==> src/rtl/fpga_mem_responder_if.sv <==
// Systolic-array request/response bus into the memory responder.
// The master issues reads/writes; the slave accepts them and returns read data.
interface fpga_mem_responder_if #(
  parameter int WIDTH  = 16,
  parameter int ADDR_W = 12
);
  logic              sa_req;
  logic              sa_we;
  logic [ADDR_W-1:0] sa_addr;
  logic [WIDTH-1:0]  sa_wdata;
  logic              sa_ready;
  logic [WIDTH-1:0]  sa_rdata;
  logic              sa_rvalid;

  modport master (
    output sa_req, sa_we, sa_addr, sa_wdata,
    input  sa_ready, sa_rdata, sa_rvalid
  );

  modport slave (
    input  sa_req, sa_we, sa_addr, sa_wdata,
    output sa_ready, sa_rdata, sa_rvalid
  );
endinterface

==> src/rtl/fpga_mem_responder.sv <==
// Single-port BRAM owner: arbitrates between systolic-array traffic and FPGA
// controller readback, handing ownership over through a one-cycle drain state.
module fpga_mem_responder #(
  parameter int WIDTH  = 16,
  parameter int ADDR_W = 12,
  parameter int DEPTH  = 4096
) (
  input  logic                    clk,
  input  logic                    rst,
  input  logic                    switch_mem_access,
  input  logic [ADDR_W-1:0]       addr_FPGA,
  output logic signed [WIDTH-1:0] mem_read,
  output logic                    mem_read_valid,
  output logic                    fpga_owner,
  fpga_mem_responder_if.slave     sa,
  output logic                    ram_en,
  output logic                    ram_we,
  output logic [ADDR_W-1:0]       ram_addr,
  output logic [WIDTH-1:0]        ram_wdata,
  input  logic [WIDTH-1:0]        ram_rdata
);

  typedef enum logic [1:0] {
    OWN_SA,
    DRAIN_TO_FPGA,
    OWN_FPGA,
    DRAIN_TO_SA
  } state_t;

  localparam logic [ADDR_W:0] DEPTH_L = (ADDR_W+1)'(DEPTH);

  state_t state_reg, state_next;
  logic   sw_reg;
  logic   toggle;

  logic   sa_in_range, fpga_in_range;
  logic   sa_ready_c, sa_accept;
  logic   fpga_issue, fpga_oor;

  logic   rd_pend_reg, rd_oor_reg;

  // Readback pipeline: s1 = BRAM data arriving, s2 = data sitting in mem_read.
  logic              fr_s1_vld_reg, fr_s1_oor_reg;
  logic [ADDR_W-1:0] fr_s1_addr_reg;
  logic              fr_s2_vld_reg;
  logic [ADDR_W-1:0] fr_s2_addr_reg;
  logic signed [WIDTH-1:0] mem_read_reg;

  assign toggle        = switch_mem_access && !sw_reg;
  assign sa_in_range   = {1'b0, sa.sa_addr} < DEPTH_L;
  assign fpga_in_range = {1'b0, addr_FPGA} < DEPTH_L;

  always_comb begin
    state_next = state_reg;
    sa_ready_c = 1'b0;
    sa_accept  = 1'b0;
    fpga_issue = 1'b0;
    fpga_oor   = 1'b0;
    ram_en     = 1'b0;
    ram_we     = 1'b0;
    ram_addr   = '0;
    ram_wdata  = '0;

    case (state_reg)
      OWN_SA: begin
        // No request may be accepted on the cycle ownership starts to move.
        sa_ready_c = !toggle;
        sa_accept  = sa.sa_req && sa_ready_c;
        if (sa_accept) begin
          ram_en    = sa_in_range;
          ram_we    = sa.sa_we && sa_in_range;
          ram_addr  = sa.sa_addr;
          ram_wdata = sa.sa_wdata;
        end
        if (toggle) state_next = DRAIN_TO_FPGA;
      end
      DRAIN_TO_FPGA: state_next = OWN_FPGA;
      OWN_FPGA: begin
        fpga_issue = 1'b1;
        fpga_oor   = !fpga_in_range;
        ram_en     = fpga_in_range;
        ram_addr   = addr_FPGA;
        if (toggle) state_next = DRAIN_TO_SA;
      end
      DRAIN_TO_SA: state_next = OWN_SA;
      default:     state_next = OWN_SA;
    endcase

    // Combinational outputs must read as idle while reset is held.
    if (!rst) begin
      sa_ready_c = 1'b0;
      sa_accept  = 1'b0;
      fpga_issue = 1'b0;
      fpga_oor   = 1'b0;
      ram_en     = 1'b0;
      ram_we     = 1'b0;
      ram_addr   = '0;
      ram_wdata  = '0;
    end
  end

  always_ff @(posedge clk or negedge rst) begin
    if (!rst) begin
      state_reg      <= OWN_SA;
      sw_reg         <= 1'b0;
      rd_pend_reg    <= 1'b0;
      rd_oor_reg     <= 1'b0;
      fr_s1_vld_reg  <= 1'b0;
      fr_s1_oor_reg  <= 1'b0;
      fr_s1_addr_reg <= '0;
      fr_s2_vld_reg  <= 1'b0;
      fr_s2_addr_reg <= '0;
      mem_read_reg   <= '0;
    end else begin
      state_reg      <= state_next;
      sw_reg         <= switch_mem_access;
      rd_pend_reg    <= sa_accept && !sa.sa_we;
      rd_oor_reg     <= !sa_in_range;
      fr_s1_vld_reg  <= fpga_issue;
      fr_s1_oor_reg  <= fpga_oor;
      fr_s1_addr_reg <= addr_FPGA;
      fr_s2_vld_reg  <= fr_s1_vld_reg;
      fr_s2_addr_reg <= fr_s1_addr_reg;
      // The last readback issued before a drain still lands here.
      if (fr_s1_vld_reg)
        mem_read_reg <= fr_s1_oor_reg ? '0 : $signed(ram_rdata);
    end
  end

  assign sa.sa_ready  = sa_ready_c;
  assign sa.sa_rvalid = rd_pend_reg;
  assign sa.sa_rdata  = (rd_pend_reg && !rd_oor_reg) ? ram_rdata : '0;

  assign fpga_owner     = (state_reg == OWN_FPGA);
  assign mem_read       = mem_read_reg;
  assign mem_read_valid = (state_reg == OWN_FPGA) && fr_s2_vld_reg
                          && (fr_s2_addr_reg == addr_FPGA);

endmodule

==> src/flat_wrapper.sv <==
// flat-port wrapper written by rule: the top's interface ports become plain ports
module fpga_mem_responder_flat 
#(
  parameter int WIDTH  = 16,
  parameter int ADDR_W = 12,
  parameter int DEPTH  = 4096
)
  (clk, rst, switch_mem_access, addr_FPGA, mem_read, mem_read_valid, fpga_owner, ram_en, ram_we, ram_addr, ram_wdata, ram_rdata, sa_sa_req, sa_sa_we, sa_sa_addr, sa_sa_wdata, sa_sa_ready, sa_sa_rdata, sa_sa_rvalid);
  fpga_mem_responder_if #(.WIDTH(WIDTH), .ADDR_W(ADDR_W)) sa_i ();
  input  logic clk;
  input  logic rst;
  input  logic switch_mem_access;
  input  logic [ADDR_W-1:0] addr_FPGA;
  output logic signed [WIDTH-1:0] mem_read;
  output logic mem_read_valid;
  output logic fpga_owner;
  output logic ram_en;
  output logic ram_we;
  output logic [ADDR_W-1:0] ram_addr;
  output logic [WIDTH-1:0] ram_wdata;
  input  logic [WIDTH-1:0] ram_rdata;
  input wire logic [$bits(sa_i.sa_req)-1:0] sa_sa_req;
  input wire logic [$bits(sa_i.sa_we)-1:0] sa_sa_we;
  input wire logic [$bits(sa_i.sa_addr)-1:0] sa_sa_addr;
  input wire logic [$bits(sa_i.sa_wdata)-1:0] sa_sa_wdata;
  output wire logic [$bits(sa_i.sa_ready)-1:0] sa_sa_ready;
  output wire logic [$bits(sa_i.sa_rdata)-1:0] sa_sa_rdata;
  output wire logic [$bits(sa_i.sa_rvalid)-1:0] sa_sa_rvalid;
  assign sa_i.sa_req = sa_sa_req;
  assign sa_i.sa_we = sa_sa_we;
  assign sa_i.sa_addr = sa_sa_addr;
  assign sa_i.sa_wdata = sa_sa_wdata;
  assign sa_sa_ready = sa_i.sa_ready;
  assign sa_sa_rdata = sa_i.sa_rdata;
  assign sa_sa_rvalid = sa_i.sa_rvalid;
  fpga_mem_responder #(.WIDTH(WIDTH), .ADDR_W(ADDR_W), .DEPTH(DEPTH)) u_core (.clk(clk), .rst(rst), .switch_mem_access(switch_mem_access), .addr_FPGA(addr_FPGA), .mem_read(mem_read), .mem_read_valid(mem_read_valid), .fpga_owner(fpga_owner), .sa(sa_i), .ram_en(ram_en), .ram_we(ram_we), .ram_addr(ram_addr), .ram_wdata(ram_wdata), .ram_rdata(ram_rdata));
endmodule
==> config.mk <==
export PLATFORM = sky130hd
export DESIGN_NAME = fpga_mem_responder_flat
export DESIGN_NICKNAME = d
export VERILOG_FILES = /design/src/rtl/fpga_mem_responder_if.sv /design/src/rtl/fpga_mem_responder.sv /design/src/flat_wrapper.sv
export SDC_FILE = /design/constraint.sdc
export NUM_CORES = 1
export LEC_CHECK = 0
export BUFFER_PORTS_ARGS = -buffer_cell sky130_fd_sc_hd__clkbuf_2
export CAP_MARGIN = 20
export CORE_ASPECT_RATIO = 0.5
export CORE_MARGIN = 3
export CORE_UTILIZATION = 45
export CTS_BUF_LIST = sky130_fd_sc_hd__clkbuf_16
export DETAILED_ROUTE_END_ITERATION = 6
export HOLD_SLACK_MARGIN = 0.06
export PLACE_DENSITY = 0.84
export SETUP_SLACK_MARGIN = 0.05
export SLEW_MARGIN = 20
export SYNTH_ARGS = -nofsm -noshare
export SYNTH_HDL_FRONTEND = slang
export SYNTH_SLANG_ARGS = --single-unit
==> constraint.sdc <==
create_clock -name clk -period 2.7 [get_ports clk]
set_input_delay 0.135 -clock clk [delete_from_list [all_inputs] [get_ports clk]]
set_output_delay 0.135 -clock clk [all_outputs]
set_load 0.03 [all_outputs]
==> results.sh <==
export IMPL_antenna_cells=0
export IMPL_cellLeakagePower_uw=0.001530
export IMPL_cts_max_level=2
export IMPL_postCtsSetupRepairBufs=0
export IMPL_whs_ns=0.08515
export IMPL_dr_wl_met2_um=2690
export IMPL_synthTopCellsByCount="46 x dfrtp_1, 34 x and2_1, 17 x mux2_1, 13 x nor2_1"
export IMPL_antenna_found_initial=0
export IMPL_cp_start_kind="register"
export IMPL_min_period_over_period_pct=83.98
export IMPL_grt_pass1_vias=1624
export IMPL_firstDrtPassIters=4
export IMPL_core_area_um2=4104
export IMPL_crit_fanout=19
export IMPL_min_from="ram_rdata[1]"
export IMPL_irDropWorstVdd_mv=0.5339
export IMPL_power_density_nw_per_um2=892.9
export IMPL_cpPeakStageDelay_ns=0.46
export IMPL_min_period_ns=2.267
export IMPL_cts_num_sinks=46
export IMPL_drt_drc_violations_left=0
export IMPL_pin_count=127
export IMPL_area_delta_synth_final_pct=46.83
export IMPL_startpoint="u_core.state_reg[0]"
export IMPL_dp_hpwl_um=3883
export IMPL_top_layer="met4"
export IMPL_critical_path_required_ns=2.57
export IMPL_ys_ff_latch=46
export IMPL_fin_skew_ns=0.001477
export IMPL_syn_area_per_cell_um2=12.27
export IMPL_ys_flop_type="dfrtp_1"
export IMPL_fmax_mhz=441.0
export IMPL_root_buffer="clkbuf_16"
export IMPL_crit_slowest_cell="and3_1"
export IMPL_cp_end_kind="output pin"
export IMPL_seq_area_frac_synth_pct=57.21
export IMPL_multi_input_area_um2=794.5
export IMPL_slew_viol_final=0
export IMPL_synth_most_common_cell="dfrtp_1"
export IMPL_rows=16
export IMPL_min_path_type="in2reg"
export IMPL_yosys_warnings=0
export IMPL_final_antenna_net_count=0
export IMPL_wire_per_inst_um=14.31
export IMPL_die_y_um=53.28
export IMPL_grt_total_usage_pct=19.23
export IMPL_async_flop_share_pct=100.0
export IMPL_syn_inst=164
export IMPL_cp_cell_sequence="inv_1 -> ha_1 -> and2_4 -> and3_1 -> and2_1 -> clkbuf_2"
export IMPL_worstMarginPinSlew_ns=0.8140
export IMPL_cts_tree="built"
export IMPL_grt_pass1_wl_um=7859
export IMPL_setup_viol=0
export IMPL_final_util_pct=71.98
export IMPL_timing_setup_tns_ns=0
export IMPL_port_buffers=126
export IMPL_synth_area_leader_cell="dfrtp_1"
export IMPL_insertion_delay_ns=0.28
export IMPL_synthesis_nets=228
export IMPL_synth_area_leaders="dfrtp_1 57%, and2_1 11%, mux2_1 9.5%, a32oi_1 5.2%, xnor2_1 5.2%"
export IMPL_regArea_um2=1151
export IMPL_r2r_start="u_core.state_reg[0]"
export IMPL_fin_ws_ns=0.4326
export IMPL_vias_per_cell=4.772
export IMPL_first_iter_violations=35
export IMPL_grt_max_degree=44
export IMPL_maxSlewHeadroom_pct=45.37
export IMPL_fill_cells=304
export IMPL_worstPathArrival_ns=2.13
export IMPL_clk_pin_slew_worst_paths_ns=0.06
export IMPL_grt_ovfl_total=0
export IMPL_cts_repair_resized=0
export IMPL_die_area_um2=5358
export IMPL_final_nets=368
export IMPL_status="complete, no violations"
export IMPL_pre_cts_ws_ns=0.7316
export IMPL_hold_violations=0
export IMPL_power_uw=2638
export IMPL_dr_wl_met3_um=358
export IMPL_drt_wl_total_um=5136
export IMPL_hold_buffers=15
export IMPL_cts_buffers=5
export IMPL_wl_met1_um=2061
export IMPL_cts_buffer_depth=2
export IMPL_drive_gt1_share_pct=44.59
export IMPL_synth_area_um2=2012
export IMPL_maxCapViolations=0
export IMPL_start_util_pct=49.02
export IMPL_die_w_um=100.6
export IMPL_vias=1713
export IMPL_rsz0062_at_grt="false"
export IMPL_synth_edff_count=0
export IMPL_worstSetupPathType="reg2out"
export IMPL_routabilityCongestion=0.7435
export IMPL_largest_reg_flops=16
export IMPL_synth_distinct_cells=22
export IMPL_netlist_area_leader_share_pct=57.21
## cells by family (layout without fill, tap and decap cells)
logic type | count (synthesis) | in the layout | synth area share (%)
buf+inv | 12 | 153 | 3.296
flops | 46 | 46 | 57.21
compound gates | 15 | 15 | 6.157
fa+ha+maj | 3 | 3 | 1.866
simple gates | 59 | 59 | 16.73
mux | 17 | 17 | 9.515
xor+xnor | 12 | 12 | 5.224
## power breakdown
| group | leakage [uW] | switching, uW | internal (uW) |
|---|---|---|---|
| clock network | 0.0000724 | 233 | 334 |
| logic | 0.000913 | 726 | 381 |
| registers | 0.000544 | 105 | 858 |
| total | 0.00153 | 1060 | 1570 |
## cell type report
cell class	instances	area share [%]
Sequential cell	46	38.97
Timing Repair Buffer	143	26.94
Multi-Input combinational cell	106	26.90
Clock buffer	5	4.235
Tap cell	54	2.287
Clock inverter	3	0.4235
Inverter	2	0.2541
## placed cells by master (no fill, tap or decap), types with 3 or more instances in the layout
cell type and instances:
mux2_1 17, and2_1 34, clkbuf_16 5, dlygate4sd3_1 15
dfrtp_1 46, inv_1 3, ha_1 3, nor2_1 13
a32oi_1 12, clkbuf_2 126, xnor2_1 12
## worst max-delay path: cells and delay by family, from the launching register on
family                   cells  cell delay [ns]
AND/OR/NAND/NOR              3             0.92
flip-flops                   1             0.37
buffers and inverters        2             0.32
adder cells (fa/ha/maj)      1             0.23
## metal layers
layer  up-vias  GRT usage, %
met4         0         4.698
met5         -             0
met3         3         5.000
met1       801         23.28
li1        840             -
met2        69         34.76
## per-stage QoR
stage	std cells	cell area (um2)
final	359	2954
after global routing	359	2954
after CTS	359	2954
after detailed placement	336	2666
after global placement	336	2666
after floorplan	164	2012
## worst paths after layout
kind | end | slack, ns | depth (start not counted)
setup / recovery | ram_wdata[11] | 0.43 | 6
max in group asynchronous | u_core.mem_read[5] | 1.71 | 3
hold reg to reg | u_core.fr_s2_addr_reg[3] | 0.35 | 0
setup reg to reg | u_core.sa.sa_rvalid | 1.02 | 5
min in group asynchronous | u_core.state_reg[0] | 0.24 | 2
hold / removal | u_core.mem_read[1] | 0.09 | 2
Power figures use the tool's default switching activity.
